<file path="config.mk">
export PLATFORM = sky130hd
export DESIGN_NAME = apb_completer_regs_flat
export DESIGN_NICKNAME = d
export VERILOG_FILES = /design/src/rtl/apb_completer_regs_if.sv /design/src/rtl/apb_completer_regs.sv /design/src/flat_wrapper.sv
export SDC_FILE = /design/constraint.sdc
export NUM_CORES = 1
export LEC_CHECK = 0
export ABC_AREA = 1
export BUFFER_PORTS_ARGS = -buffer_cell sky130_fd_sc_hd__buf_2
export CAP_MARGIN = 20
export CORE_UTILIZATION = 35
export CTS_CLUSTER_DIAMETER = 30
export DETAILED_ROUTE_END_ITERATION = 16
export HOLD_SLACK_MARGIN = 0.06
export SLEW_MARGIN = 10
export SYNTH_ARGS = -nofsm -noshare
export SYNTH_HDL_FRONTEND = slang
export SYNTH_SLANG_ARGS = --single-unit
</file>
<file path="constraint.sdc">
create_clock -name clk -period 2.4 [get_ports clk]
set_input_delay 0.48 -clock clk [delete_from_list [all_inputs] [get_ports clk]]
set_output_delay 0.48 -clock clk [all_outputs]
set_load 0.005 [all_outputs]
</file>
<file path="src/rtl/apb_completer_regs_if.sv">
// APB bus bundle between the requester FSM and the register completer.
// The master modport drives the request side, the slave modport answers it.
interface apb_completer_regs_if #(
  parameter int ADDR_W = 8,
  parameter int DATA_W = 8
) ();

  logic              psel;
  logic              penable;
  logic              pwrite;
  logic [ADDR_W-1:0] paddr;
  logic [DATA_W-1:0] pwdata;
  logic [DATA_W-1:0] prdata;
  logic              pready;
  logic              pslverr;

  modport master (
    output psel, penable, pwrite, paddr, pwdata,
    input  prdata, pready, pslverr
  );

  modport slave (
    input  psel, penable, pwrite, paddr, pwdata,
    output prdata, pready, pslverr
  );

endinterface

</file>
<file path="src/rtl/apb_completer_regs.sv">
// APB completer with a small register file, programmable wait states and
// a read-only ID register in the top slot; register 0 is exported as ctrl_out.
module apb_completer_regs #(
  parameter int                ADDR_W      = 8,
  parameter int                DATA_W      = 8,
  parameter int                NUM_REGS    = 8,
  parameter int                WAIT_CYCLES = 1,
  parameter logic [DATA_W-1:0] ID_VAL      = DATA_W'(8'hA5)
) (
  input  logic                  clk,
  input  logic                  reset,
  apb_completer_regs_if.slave   bus,
  output logic [DATA_W-1:0]     ctrl_out
);

  localparam logic [0:0] IDLE   = 1'b0;
  localparam logic [0:0] ACCESS = 1'b1;

  localparam logic [ADDR_W:0]   NUM_REGS_W = (ADDR_W+1)'(NUM_REGS);
  localparam logic [ADDR_W-1:0] ID_ADDR    = ADDR_W'(NUM_REGS - 1);
  localparam logic [3:0]        WAIT_W     = 4'(WAIT_CYCLES);

  logic [0:0]        state_q, state_d;
  logic [3:0]        cnt_q, cnt_d;
  logic [DATA_W-1:0] regs_q [NUM_REGS-1];
  logic [DATA_W-1:0] regs_d [NUM_REGS-1];

  logic              inRange;
  logic              isId;
  logic              errResp;
  logic              accessOn;
  logic              readyNow;
  logic [DATA_W-1:0] readVal;

  // Decode is taken from the live bus in the completing cycle; the requester
  // keeps paddr/pwrite stable for the whole transfer.
  always_comb begin
    inRange  = {1'b0, bus.paddr} < NUM_REGS_W;
    isId     = bus.paddr == ID_ADDR;
    errResp  = !inRange || (bus.pwrite && isId);
    accessOn = (state_q == ACCESS) && bus.psel && bus.penable;
    readyNow = accessOn && (cnt_q == WAIT_W);
    readVal  = '0;
    if (isId) begin
      readVal = ID_VAL;
    end
    for (int i = 0; i < NUM_REGS - 1; i++) begin
      if (bus.paddr == ADDR_W'(i)) begin
        readVal = regs_q[i];
      end
    end
  end

  assign bus.pready  = readyNow;
  assign bus.pslverr = readyNow && errResp;
  assign bus.prdata  = (readyNow && !bus.pwrite && !errResp) ? readVal : '0;
  assign ctrl_out    = regs_q[0];

  always_comb begin
    regs_d = regs_q;
    if (readyNow && bus.pwrite && !errResp) begin
      for (int i = 0; i < NUM_REGS - 1; i++) begin
        if (bus.paddr == ADDR_W'(i)) begin
          regs_d[i] = bus.pwdata;
        end
      end
    end
  end

  // A dropped psel/penable during ACCESS abandons the transfer silently.
  always_comb begin
    state_d = state_q;
    cnt_d   = cnt_q;
    case (state_q)
      IDLE: begin
        if (bus.psel && !bus.penable) begin
          state_d = ACCESS;
          cnt_d   = 4'd0;
        end
      end
      ACCESS: begin
        if (!accessOn || readyNow) begin
          state_d = IDLE;
          cnt_d   = 4'd0;
        end else begin
          cnt_d = cnt_q + 4'd1;
        end
      end
      default: begin
        state_d = IDLE;
        cnt_d   = 4'd0;
      end
    endcase
  end

  always_ff @(posedge clk) begin
    if (reset) begin
      state_q <= IDLE;
      cnt_q   <= 4'd0;
      for (int i = 0; i < NUM_REGS - 1; i++) begin
        regs_q[i] <= '0;
      end
    end else begin
      state_q <= state_d;
      cnt_q   <= cnt_d;
      regs_q  <= regs_d;
    end
  end

endmodule

</file>
<file path="src/flat_wrapper.sv">
// flat-port wrapper written by rule: the top's interface ports become plain ports
module apb_completer_regs_flat 
#(
  parameter int                ADDR_W      = 8,
  parameter int                DATA_W      = 8,
  parameter int                NUM_REGS    = 8,
  parameter int                WAIT_CYCLES = 1,
  parameter logic [DATA_W-1:0] ID_VAL      = DATA_W'(8'hA5)
)
  (clk, reset, ctrl_out, bus_psel, bus_penable, bus_pwrite, bus_paddr, bus_pwdata, bus_prdata, bus_pready, bus_pslverr);
  apb_completer_regs_if #(.ADDR_W(ADDR_W), .DATA_W(DATA_W)) bus_i ();
  input  logic clk;
  input  logic reset;
  output logic [DATA_W-1:0] ctrl_out;
  input wire logic [$bits(bus_i.psel)-1:0] bus_psel;
  input wire logic [$bits(bus_i.penable)-1:0] bus_penable;
  input wire logic [$bits(bus_i.pwrite)-1:0] bus_pwrite;
  input wire logic [$bits(bus_i.paddr)-1:0] bus_paddr;
  input wire logic [$bits(bus_i.pwdata)-1:0] bus_pwdata;
  output wire logic [$bits(bus_i.prdata)-1:0] bus_prdata;
  output wire logic [$bits(bus_i.pready)-1:0] bus_pready;
  output wire logic [$bits(bus_i.pslverr)-1:0] bus_pslverr;
  assign bus_i.psel = bus_psel;
  assign bus_i.penable = bus_penable;
  assign bus_i.pwrite = bus_pwrite;
  assign bus_i.paddr = bus_paddr;
  assign bus_i.pwdata = bus_pwdata;
  assign bus_prdata = bus_i.prdata;
  assign bus_pready = bus_i.pready;
  assign bus_pslverr = bus_i.pslverr;
  apb_completer_regs #(.ADDR_W(ADDR_W), .DATA_W(DATA_W), .NUM_REGS(NUM_REGS), .WAIT_CYCLES(WAIT_CYCLES), .ID_VAL(ID_VAL)) u_core (.clk(clk), .reset(reset), .bus(bus_i), .ctrl_out(ctrl_out));
endmodule
</file>
Yosys cells after proc, flatten, opt, wreduce, memory -nomap -nowiden
Cells that the tools add are included.
Operators by class
  bitwise logic cells: 1
  eq/ne operators: 9
  mux-type cells: 15
  $add $sub $neg: 1
  reduce and logical (&&, ||, !) cells: 25
  order comparisons: 1
Operator list (count)
  $mux W8: 9
  $eq A8 B3 Y1 const B: 4
  $eq A8 B2 Y1 const B: 2
  $reduce_and A2 Y1: 7
  $logic_and A1 B1 Y1: 10
  $eq A8 B1 Y1 const B: 1
  $logic_not A8 Y1: 1
  $lt A8 B4 Y1 const B: 1
  $mux W4: 2
  $pmux W4 S2: 1
  $logic_not A1 Y1: 5
  $add A4 B1 Y4 const B: 1
  $eq A4 B1 Y1 const B: 1
  $logic_or A1 B1 Y1: 2
  $mux W1: 2
  $ne A2 B1 Y1 const B: 1
  $pmux W1 S2: 1
  $not A1 Y1: 1
Word-level totals
  output and inout port bits: 18
  bits of input ports: 21
  flip-flop bits (word level): 61
  logic and storage cells: 61

Longest topological paths before layout
Gate-level depths: netlist (run 1).
  depth in word-level cells: 10
  mapped depth: 11
  depth with buffers taken out: 11

Least setup slack after synthesis (run 1)
No wires, ideal clock.
  kind: input port to output port
  from: input bus_paddr[4]
  to: output bus_prdata[0]
  cell stages on the path: 9
  buffers on the path: 1
  arrival time: 1533 ps
  data required time: 1920 ps
  slack: 387 ps
  cells stage by stage: nor2_1 nand2_2 nor2_2 nand3_1 buf_2 o21ai_0 inv_1 nand2_1 inv_1
On the way
  word-level cells in the longest chain between the ends: 10
  elaborated cells between the ends (all ways): 23
  classes of those cells: 1 x order compare; 7 x eq/ne; 9 x mux; 6 x reduce/logical
Ends and longest elaborated chain
  start: declaration: line flat_wrapper.sv:18  | input wire logic [$bits(bus_i.paddr)-1:0] bus_paddr;
  $eq A8 B3 Y1: line apb_completer_regs.sv:39  | isId = bus.paddr == ID_ADDR;
  $mux W8: line apb_completer_regs.sv:44  | if (isId) begin
  $mux W8 (7 in series): line apb_completer_regs.sv:48  | if (bus.paddr == ADDR_W'(i)) begin
  $mux W8 (*): line apb_completer_regs.sv:56  | assign bus.prdata = (readyNow && !bus.pwrite && !errResp) ? readVal : '0;
  end: declaration: line flat_wrapper.sv:20  | output wire logic [$bits(bus_i.prdata)-1:0] bus_prdata;
Every way passes the cells marked *; elsewhere a longest branch is shown, timed or not.

Worst setup path after layout (run 1)
  from: input bus_paddr[4]
  to: output bus_prdata[5]
The elaborated chain is that of the path after synthesis.

==> results of run 1 <==
[state kept, by name (all words and copies together), names as in the netlist]
signal,flops
u_core.cnt_q,4
u_core.ctrl_out,8
u_core.regs_q,48
u_core.state_q,1
[per-stage QoR]
stage,utilization,setup TNS [ns],setup slack [ns],power (W)
2_1_floorplan,-,0,0.387,0.00108
3_3_place_gp,0.402,0,0.115,0.00113
3_5_place_dp,0.402,0,0.126,0.00113
4_1_cts,0.423,0,0.0429,0.00195
5_1_grt,0.432,-0.0393,-0.0134,0.00202
6_report,0.432,0,0.0906,0.00194
[how the worst max path moves through the flow]
| stage | from | slack (ns) | endpoint | cells past startpoint |
|---|---|---|---|---|
| after floorplan | bus_paddr[4] | 0.39 | bus_prdata[0] | 9 |
| after detailed placement | bus_paddr[4] | 0.13 | bus_prdata[4] | 11 |
| final | bus_paddr[4] | 0.09 | bus_prdata[5] | 12 |
| after CTS | u_core.cnt_q[0] | 0.04 | bus_prdata[4] | 11 |
| after global routing | u_core.cnt_q[1] | -0.01 | bus_prdata[3] | 12 |
| after global placement | bus_paddr[4] | 0.11 | bus_prdata[7] | 12 |
[power groups by stage]
stage / Clock [W] / Combinational (W) / Sequential, W
3_3_place_gp: 0 / 0.0000957 / 0.00104
6_report: 0.000825 / 0.000101 / 0.00101
5_1_grt: 0.000895 / 0.000110 / 0.00101
4_1_cts: 0.000843 / 0.0000973 / 0.00101
2_1_floorplan: 0 / 0.0000384 / 0.00104
3_5_place_dp: 0 / 0.0000969 / 0.00104
[cell type report]
class	count	area share
clock buffers	12	0.0433
multi-input cells	332	0.432
inverters	56	0.0587
clock inverters	4	0.00629
flip-flops and latches	61	0.342
repair buffers	49	0.0807
well taps	105	0.0367
[layer usage]
layer	wire (um)	global-route usage	share of wire	vias to the layer above
met2	4050	0.332	0.46	81
met5	0	0	0	-
li1	-	-	-	1551
met3	519	0.0604	0.059	12
met4	157	0.0694	0.018	0
met1	4110	0.270	0.47	1401
[Yosys cell counts]
library cell,count,area share
dfxtp_1,61,0.40
nand2_1,61,0.076
nor2_4,5,0.019
or2_2,1,0.0021
nand4_1,9,0.019
nand2_2,4,0.0083
inv_2,9,0.011
nand3_1,19,0.031
nor2_2,4,0.0083
nor2_1,143,0.18
clkbuf_1,6,0.0074
a21boi_0,1,0.0025
clkinv_1,1,0.0012
a21oi_1,8,0.013
buf_2,1,0.0017
buf_4,8,0.020
nand3b_1,5,0.012
o21ai_0,68,0.11
ha_1,2,0.0083
nor4_4,1,0.0070
a31oi_1,1,0.0021
inv_1,46,0.057
[repair_timing]
action | CTS | global route
gates resized for setup | 1 | 15
pin swaps | 0 | 3
setup endpoints to repair | 1 | 8
setup buffers | 0 | 3
[cell families after synthesis]
kind of cell / Yosys count / synth area share
DFF: 61 / 0.403
and+or+nand+nor: 252 / 0.360
adders and majority gates: 2 / 0.00827
buffers and inverters: 71 / 0.0984
AOI/OAI and AO/OA: 78 / 0.130
==> reports/metrics.cfg, run 1 <==
[worst_setup_path]
r2r_slack_ns=0.69
reg2regPathDepth=11
cp-end-kind=output pin
crit_slowest_cell=nor2_1
start_kind=primary input
crit_buf_inv=5
path_class=primary input to output pin
path_delay_family=simple AND/OR/NAND/NOR gates
slowest_delay_ns=0.23
reg2reg_from=u_core.cnt_q[1]
worstReg2RegEnd=u_core.regs_q[11]
cp_cell_sequence=buf_2 > nor2_1 > nand2_2 > clkinv_1 > buf_4 > nand3_1 > nand2_1 > nor2_1 > nand4_1 > nand2_1 > inv_1 > buf_2
worstPathArrival_ns=1.83
required_ns=1.92
crit_fanout=7

[power_and_ir_drop]
combPwrFrac=0.052
switching_share=0.244
p_int_w=0.00147
peakVddDrop_uv=269
power_density_nw_per_um2=541
p_leak_nw=1.76
power_frac_seq=0.523
switchingPower_w=0.000474
clockPowerShare=0.425

[logic_synthesis]
synth_area_um2=3030
yosysSeqAreaShare=0.403
synth_cells=464
synth_nets=487
synth_seq_cells=61
synth_area_per_cell_um2=6.52
synth_warnings=0
yosysUniqueCellTypes=22

[floorplanning]
die_h_um=95.0
start_util=0.365
num_rows=33
io_pins=39
core-area_um2=8300
die_w_um=95.0
die_area_um2=9020

[final_layout]
mostFrequentLayoutCells=138 x nor2_1, 67 x o21ai_0, 59 x nand2_1, 59 x dfxtp_1, 46 x inv_1
finalNonFillerCells=619
fillCellCount=879
final_common_cell=nor2_1
final_layout_size_suffix_gt1_frac=0.193
fin_area_um2=3580
multi_input_area_um2=1550
fin_nets=532
antenna_cells=0
final-seq-area_um2=1230
area_growth_pct=18.4

[sta]
hold_violations=0
holdWs_ns=0.344
finalClockSkew_ns=0.00924
tightest_slew_ns=0.487
finalSetupViolCount=0
slew_headroom=0.675
drv_slew=0
period_minus_slack_ns=2.31
period_share=0.962
fmax_ghz=0.433

[global_route]
grt_remaining_overflow=0
antenna_found_initial=0
grt_pass1_vias=2855
grt_max_degree=59
grt_pass1_wl_um=14000
grt_usage=0.209

[cts]
clkLatencyLatePin_ns=0.33
cts.sinks=61
htree_levels=3
cts_tree=built
cts_hold_buf=0
clk_path_buf_depth=2
root_buffer=clkbuf_8
path_clk_slew_ns=0.07
cts_buffers=9

[routing]
drtIter0Drc=145
viasPerCell=4.92
wirelength_um=8830
drc=0
firstDrtPassIters=4
vias=3045
ant_nets=0
routedWlPerCell_um=14.3

[status]
status=complete, no violations

[job]
drv_cap=0

[min_path]
min_from=reset
hold_path_class=primary input to flip-flop
whs_endpoint=u_core.cnt_q[1]
hold_depth=2

[placement]
dp_cells=600
hpwl_um=6210
gp_congestion=0.899
place_area_um2=3330
port_buffers=38

Note: power is estimated with default switching activity, not from simulation.
==> inputs of run 2 (changes only) <==
--- a/config.mk
+++ b/config.mk
@@ -12,6 +12,7 @@
 export CTS_CLUSTER_DIAMETER = 30
 export DETAILED_ROUTE_END_ITERATION = 16
 export HOLD_SLACK_MARGIN = 0.06
+export SETUP_SLACK_MARGIN = 0.02
 export SLEW_MARGIN = 10
 export SYNTH_ARGS = -nofsm -noshare
 export SYNTH_HDL_FRONTEND = slang
==> constraint.sdc (replaced) <==
create_clock -name clk -period 2.4 [get_ports clk]
set_input_delay 0.12 -clock clk [delete_from_list [all_inputs] [get_ports clk]]
set_output_delay 0.12 -clock clk [all_outputs]
set_load 0.005 [all_outputs]
==> run 2 against run 1 <==
Compared with the run above:
- combinational power is essentially flat
- core utilization shrank 0.78 points
- sequential power is essentially flat
- clock-buffer cell count grew 1
- clock power grew 28%
- die area is the same
- wire length shrank 0.57%
- first-iteration DRC count grew 4.8%
- sequential cell count is the same
- cell count shrank 1.3%
- critical path depth shrank 2
- critical path type is now flip-flop to output pin
==> reports/metrics.cfg, run 2 (synthesis results as in run 1) <==
[status]
status=complete, no violations

[power_and_ir_drop]
power_density_nw_per_um2=618
p_leak_nw=1.73
peakVddDrop_uv=306
power_w=0.00217

[sta]
setup_ws_ns=0.338
setup-tns-final_ns=0
tightest_slew_ns=0.617
finalSetupViolCount=0
slew_headroom=0.587
hold_violations=0
drv_slew=0
fmax_ghz=0.485
period_minus_slack_ns=2.06
rsz0062_at_grt=no
finalClockSkew_ns=0.00874
period_share=0.859

[worst_setup_path]
worstPathArrival_ns=1.94
crit_fanout=8
path_class=flip-flop to output pin
required_ns=2.28
reg2regPathDepth=10
worstReg2RegEnd=u_core.regs_q[10]
start_kind=flip-flop
reg2reg_from=u_core.cnt_q[0]
startpoint=u_core.cnt_q[0]
cp-end-kind=output pin
r2r_slack_ns=0.53

[placement]
gp_congestion=0.909
dp_slack_ns=0.523
port_buffers=38
hpwl_um=6150

[routing]
wl_met2_um=3960
wirelength_um=8780
viasPerCell=4.95
wl_met3_um=500
drtIter0Drc=152
routedWlPerCell_um=14.4
vias=3023
firstDrtPassIters=5
dr.max_layer_used=met4
ant_nets=0
drt-met1-wl_um=4070
drc=0

[cts]
cts_setup_buffers=0
htree_levels=3
clk_path_buf_depth=2
cts_tree=built
root_buffer=clkbuf_8
clkLatencyLatePin_ns=0.35
cts_buffers=9
path_clk_slew_ns=0.07
cts.sinks=61

[final_layout]
antenna_cells=0
fin_nets=524
mostFrequentLayoutCells=142 x nor2_1, 68 x o21ai_0, 61 x nand2_1, 61 x dfxtp_1, 46 x inv_1
area_growth_pct=16.2
final_layout_size_suffix_gt1_frac=0.154
final_common_cell=nor2_1
largest_register_ffs=48
fillCellCount=904
regMostFlops=u_core.regs_q

[floorplanning]
die_w_um=95.0
io_pins=39
num_rows=33
die_h_um=95.0
core-area_um2=8300
die_area_um2=9020
start_util=0.365

[job]
drv_cap=0

[min_path]
whs_endpoint=u_core.regs_q[46]
hold_depth=3
min_from=bus_pwdata[6]
hold_path_class=primary input to flip-flop

[global_route]
grt_pass1_vias=2803
grt_remaining_overflow=0
grt_max_degree=59
grt_pass1_wl_um=13900
antenna_found_initial=0
grt_usage=0.209

[run 2: report_power, final]
group	total [W]	switching, W	internal [W]	leakage, nW
logic	0.0000983	0.0000723	0.0000260	1.12
registers	0.00101	0.000000915	0.00101	0.491
clock network	0.00106	0.000418	0.000643	0.110
[run 2: layer usage]
metal	track usage	vias to the layer above
met2	0.333	102
met5	0	-
met1	0.271	1365
li1	-	1533
met3	0.0378	23
met4	0.102	0
[run 2: worst max-delay path by stage]
stage / to / depth (start not counted)
6_report: bus_prdata[5] / 10
5_1_grt: bus_prdata[5] / 11
3_5_place_dp: u_core.regs_q[0] / 9
3_3_place_gp: u_core.regs_q[0] / 9
4_1_cts: bus_prdata[5] / 10
2_1_floorplan: u_core.regs_q[0] / 10
[run 2: layout make-up]
type	count	area (um2)	area share
Inverter	56	210	0.0598
Sequential cell	61	1220	0.347
Timing Repair Buffer	41	218	0.0619
Clock inverter	3	67.6	0.0192
Clock buffer	13	159	0.0452
Multi-Input combinational cell	332	1510	0.429
Tap cell	105	131	0.0374
[run 2: critical path: stages (launching register included)]
cell	delay (ns)
dfxtp_1	0.38
ha_1	0.19
nand3_1	0.08
nor2_1	0.14
nand2_1	0.11
nor2_2	0.25
o21ai_0	0.15
inv_1	0.08
nand2_1	0.06
inv_1	0.05
buf_2	0.10
[run 2: through the flow]
step / hold slack (ns) / area (um2) / cells / utilization
detailed placement: 0.333 / 3270 / 593 / 0.394
global placement: 0.335 / 3270 / 593 / 0.394
global route: 0.155 / 3520 / 611 / 0.424
finish: 0.144 / 3520 / 611 / 0.424
floorplan: 0.189 / 3030 / 464 / -
CTS: 0.133 / 3510 / 611 / 0.423
[run 2: repair_timing]
action	in CTS	in global routing
gates resized for setup	0	1
endpoints found under the setup margin	0	2
hold endpoints to repair	3	0
hold buffers	2	0
